## config.mk

```make
export PLATFORM = sky130hd
export DESIGN_NAME = adc_serial_responder
export DESIGN_NICKNAME = d
export VERILOG_FILES = /design/src/rtl/adc_serial_pkg.sv /design/src/rtl/adc_serial_responder_sync.sv /design/src/rtl/adc_serial_responder.sv
export SDC_FILE = /design/constraint.sdc
export NUM_CORES = 1
export LEC_CHECK = 0
export BUFFER_PORTS_ARGS = -buffer_cell sky130_fd_sc_hd__buf_2
export CELL_PAD_IN_SITES_DETAIL_PLACEMENT = 0
export CELL_PAD_IN_SITES_GLOBAL_PLACEMENT = 2
export CORE_UTILIZATION = 30
export DETAILED_ROUTE_END_ITERATION = 10
export PLACE_DENSITY = 0.62
export SKIP_CTS_REPAIR_TIMING = 1
export SLEW_MARGIN = 20
export SYNTH_ARGS = -nofsm -noshare
export SYNTH_HDL_FRONTEND = slang
export SYNTH_SLANG_ARGS = --single-unit
```

## constraint.sdc

```tcl
create_clock -name CLK -period 2.75 [get_ports CLK]
set_input_delay 0.4125 -clock CLK [delete_from_list [all_inputs] [get_ports CLK]]
set_output_delay 0.4125 -clock CLK [all_outputs]
set_load 0.01 [all_outputs]
```

## src/rtl/adc_serial_pkg.sv

```systemverilog
// adc_serial_pkg: shared FSM states, frame layout and header builder for the ADC serial responder.
package adc_serial_pkg;
    typedef enum logic [1:0] {IDLE, SHIFT, DONE} state_t;
    localparam int FRAME_BITS = 16;
    localparam int CNT_W      = $clog2(FRAME_BITS);
    localparam int WRITE_BIT  = 15;
    localparam int ADD_HI     = 12;
    localparam int ADD_LO     = 10;
    localparam int SAMPLE_W   = 12;
    // DOUT frame: one zero bit, the channel address, then the sample, MSB first
    function automatic logic [FRAME_BITS-1:0] make_header(input logic [2:0] ch, input logic [SAMPLE_W-1:0] s);
        return {1'b0, ch, s};
    endfunction
endpackage

```

## src/rtl/adc_serial_responder_sync.sv

```systemverilog
// adc_sync_edge: multi-flop synchronizer followed by one history flop producing rise/fall pulses.
module adc_sync_edge #(
    parameter int   STAGES  = 2,
    parameter logic RST_VAL = 1'b0
) (
    input  logic CLK,
    input  logic reset,
    input  logic d,
    output logic q,
    output logic rise,
    output logic fall
);
    logic [STAGES-1:0] chain;
    logic              prev;
    always_ff @(posedge CLK or posedge reset) begin
        if (reset) begin
            chain <= {STAGES{RST_VAL}};
            prev  <= RST_VAL;
        end else begin
            chain <= {chain[STAGES-2:0], d};
            prev  <= chain[STAGES-1];
        end
    end
    assign q    = chain[STAGES-1];
    assign rise = q & ~prev;
    assign fall = ~q & prev;
endmodule

```

## src/rtl/adc_serial_responder.sv

```systemverilog
// adc_serial_responder: emulates a serial ADC slave, returning {0, channel, sample} while collecting a 16-bit control word.
module adc_serial_responder
    import adc_serial_pkg::*;
#(
    parameter int SYNC_STAGES = 2,
    parameter int DATA_W      = 12
) (
    input  logic              CLK,
    input  logic              reset,
    input  logic              ADC_CS_N,
    input  logic              ADC_SCLK,
    input  logic              ADC_DIN,
    output logic              ADC_DOUT,
    input  logic [DATA_W-1:0] sample_in,
    output logic [2:0]        conv_ch,
    output logic [15:0]       ctrl_word,
    output logic              frame_done
);
    state_t                state, state_n;
    logic [FRAME_BITS-1:0] shift_out, shift_n, ctrl_sr, ctrl_sr_n, ctrl_n;
    logic [CNT_W-1:0]      bit_cnt, cnt_n;
    logic [2:0]            ch_n;
    logic                  done_n;
    logic                  cs_rise, cs_fall, sclk_rise, sclk_fall, din_s;
    logic [3:0]            unused_sync;

    adc_sync_edge #(.STAGES(SYNC_STAGES), .RST_VAL(1'b1)) u_cs (
        .CLK(CLK), .reset(reset), .d(ADC_CS_N), .q(unused_sync[0]), .rise(cs_rise), .fall(cs_fall));
    adc_sync_edge #(.STAGES(SYNC_STAGES), .RST_VAL(1'b1)) u_sclk (
        .CLK(CLK), .reset(reset), .d(ADC_SCLK), .q(unused_sync[1]), .rise(sclk_rise), .fall(sclk_fall));
    adc_sync_edge #(.STAGES(SYNC_STAGES), .RST_VAL(1'b0)) u_din (
        .CLK(CLK), .reset(reset), .d(ADC_DIN), .q(din_s), .rise(unused_sync[2]), .fall(unused_sync[3]));

    always_ff @(posedge CLK or posedge reset) begin
        if (reset) begin
            state      <= IDLE;
            shift_out  <= '0;
            ctrl_sr    <= '0;
            bit_cnt    <= '0;
            ctrl_word  <= '0;
            conv_ch    <= '0;
            frame_done <= 1'b0;
        end else begin
            state      <= state_n;
            shift_out  <= shift_n;
            ctrl_sr    <= ctrl_sr_n;
            bit_cnt    <= cnt_n;
            ctrl_word  <= ctrl_n;
            conv_ch    <= ch_n;
            frame_done <= done_n;
        end
    end

    // CS edges are tested first so a coincident SCLK edge is dropped
    always_comb begin
        state_n   = state;
        shift_n   = shift_out;
        ctrl_sr_n = ctrl_sr;
        cnt_n     = bit_cnt;
        ctrl_n    = ctrl_word;
        ch_n      = conv_ch;
        done_n    = 1'b0;
        unique case (state)
            IDLE: if (cs_fall) begin
                state_n   = SHIFT;
                shift_n   = make_header(conv_ch, SAMPLE_W'(sample_in));
                cnt_n     = '0;
                ctrl_sr_n = '0;
            end
            SHIFT: if (cs_rise) begin
                state_n = IDLE;
            end else if (sclk_fall) begin
                shift_n = shift_out << 1;
            end else if (sclk_rise) begin
                ctrl_sr_n = {ctrl_sr[FRAME_BITS-2:0], din_s};
                cnt_n     = bit_cnt + 1'b1;
                if (bit_cnt == CNT_W'(FRAME_BITS - 1)) begin
                    state_n = DONE;
                    ctrl_n  = ctrl_sr_n;
                    ch_n    = ctrl_sr_n[WRITE_BIT] ? ctrl_sr_n[ADD_HI:ADD_LO] : conv_ch;
                    done_n  = 1'b1;
                end
            end
            DONE: if (cs_rise) state_n = IDLE;
            default: state_n = IDLE;
        endcase
    end

    assign ADC_DOUT = (state == SHIFT) & shift_out[FRAME_BITS-1];
endmodule

```

==> out/metrics.yaml <==
grt_pass1_vias: 1730
setup_tns_ps: 0
dp_hpwl_mm: 3.30
antenna_found_initial: 0
drt-initial-drc-count: 28
clockRootBuffer: "clkbuf_8"
cts.sinks: 65
power_leakage_uw: 0.00156
synth_edf_count: 0
grt.total_usage_pct: 12.9
numCtsBuffers: 9
area_growth_syn_to_layout_pct: 20.5
synth_seq_cells: 65
die_y_um: 96.1
num_antenna_cells: 0
insertion_delay_ps: 340
ant_nets: 0
dieWidth_um: 96.1
arrival_ps: 1720
maxCapViolCount: 0
gp_congestion: 0.743
ys_seq_area_share_pct: 61.5
switching_share_pct: 26.8
dieArea_um2: 9230
netlist_area_um2: 2660
outcome: "complete, no violations"
drt_first_pass_iters: 4
synthArstFlopShare_pct: 100
cts_tree: "done"
required_ps: 2340
wl_per_cell_um: 13.5
layout-drive-gt1-share_pct: 31.8
vdd_drop_max_uv: 321
cp-end-kind: "primary output"
slew_violations: 0
ys.warnings.count: 0
io_buffers: 37
critPathMaxFanout: 20
grt_pass1_wl_mm: 8.76
start_util_pct: 31.7
syn-instance-count: 231
worst_pin_slew_ps: 665
r2r_cells: 5
internal_power_uw: 1690
worstHoldPathType: "in -> async"
drc: 0
finalNetCount: 290
htreeDepth: 3
dr_total_vias: 1736
power_density_nw_per_um2: 722
fin_crit_ps: 2130
synth.distinct_cells: 30
grt_max_degree: 39
fmax_ghz: 0.470
syn_nets: 249
clockBufferDepth: 2
combPwrFrac_pct: 12.1
vias_per_cell: 4.54
rows: 33
core-area_um2: 8380
switchingPower_uw: 618
sequentialPowerShare_pct: 49.3
period_share_pct: 77.4
start_kind: "flip-flop"
hold_viol_final: 0
overflow: 0
totalWireLength_mm: 5.15
p_clk_share_pct: 38.6
maxSlewHeadroom_pct: 55.5
synth_top_flop_cell: "dfrtp_1"
setup_violations: 0
rsz0062_at_grt: "no"
crit_type: "reg -> out"
worst_setup_hold_path_clk_slew_ps: 70
avgSynthCellArea_um2: 11.5
power.total_uw: 2310
finClkSkew_ps: 8.18
io_pins: 38
==> layout by cell type (no fill, tap or decap), types with 2 or more instances in the layout <==
| cell type | n |
|---|---|
| o21ai_0 | 34 |
| a21oi_1 | 3 |
| buf_2 | 37 |
| clkinvlp_4 | 2 |
| mux2i_1 | 14 |
| nand2b_1 | 2 |
| nor2_1 | 4 |
| clkinv_2 | 2 |
| dfstp_2 | 6 |
| nor3_1 | 5 |
| bufinv_16 | 2 |
| mux2_2 | 18 |
| buf_12 | 2 |
| and2_1 | 2 |
| clkbuf_8 | 9 |
| buf_4 | 3 |
| nand2_1 | 52 |
| inv_1 | 2 |
| nor2b_1 | 3 |
| dfrtp_1 | 59 |
==> power groups by stage <==
stage                     combinational (µW)  sequential [µW]  clock (µW)
after floorplan                          218             1140           0
after global placement                   287             1150           0
after detailed placement                 287             1160           0
after CTS                                286             1140         932
after global routing                     329             1160         980
final                                    279             1140         893
==> critical path, cell delays in order, from the launching register on <==
cell and delay [ps]:
dfrtp_1 540, nor2b_1 240, buf_4 300, and2_1 180, buf_2 130
==> state kept, by name (all words and copies together) (netlist names) <==
| register | count |
|---|---|
| ctrl_word | 16 |
| shift_out | 16 |
| ctrl_sr | 15 |
| bit_cnt | 4 |
| conv_ch | 3 |
| state | 2 |
| u_cs.chain | 2 |
| u_din.chain | 2 |
| u_sclk.chain | 2 |
| frame_done | 1 |
| u_cs.prev | 1 |
| u_sclk.prev | 1 |
==> metrics by stage <==
stage | instance area, µm² | hold WS (ps) | utilization (%) | setup WS, ps | cells
after floorplan | 2660 | 331 | - | 721 | 231
after global placement | 2980 | 334 | 35.6 | 835 | 366
after detailed placement | 2980 | 342 | 35.6 | 814 | 366
after CTS | 3200 | 144 | 38.2 | 578 | 382
after global routing | 3200 | 140 | 38.2 | 475 | 382
final | 3200 | 159 | 38.2 | 621 | 382
==> cell type report <==
type	count	area [µm²]
clock inverter	7	93.8
sequential	65	1630
clock buffer	9	124
tap	105	131
fill	848	5180
timing repair buffer	42	248
inverter	3	11.3
multi-input combinational	151	956
==> final timing paths <==
| path | slack (ps) | from | to |
|---|---|---|---|
| max reg2reg | 830 | state[0] | ctrl_sr[10] |
| min in group CLK | 170 | ADC_SCLK | u_sclk.chain[0] |
| min | 160 | reset | ctrl_word[10] |
| max | 620 | state[0] | ADC_DOUT |
| max in group asynchronous | 1970 | reset | ctrl_sr[10] |
| min reg2reg | 360 | u_cs.chain[0] | u_cs.chain[1] |
==> synth_stat cells, types with 2 or more instances <==
master     n  area, µm²
dfstp_2    6        158
clkbuf_1   8       30.0
a21oi_1    3       15.0
o21ai_0   34        170
inv_1      3       11.3
nor2b_1    3       18.8
buf_6      3       33.8
nor2_1     4       15.0
and2_1     2       12.5
nand2b_1   2       12.5
dfrtp_1   59       1480
nand2_1   52        195
mux2_2    18        203
mux2i_1   14        140
nor3_1     5       25.0
==> routing by layer <==
metal,GRT usage [%],part of all wire [%],wire [µm],up-vias
met5,0,0,0,-
met4,6.72,1.4,74,0
met3,3.32,3.0,154,7
met2,18.0,42,2150,31
met1,18.1,54,2770,823
li1,-,-,-,875
==> cells by family (layout without fill, tap and decap cells) <==
kind of cell | count (synthesis) | in the layout | share of synthesized area (%)
and+or+nand+nor | 75 | 75 | 13.3
DFF | 65 | 65 | 61.5
AOI/OAI and AO/OA | 43 | 43 | 8.77
muxes | 32 | 32 | 12.9
buffers and inverters | 15 | 61 | 2.97
adders and majority gates | 1 | 1 | 0.471
No activity file was read; power rests on OpenSTA's default activity.
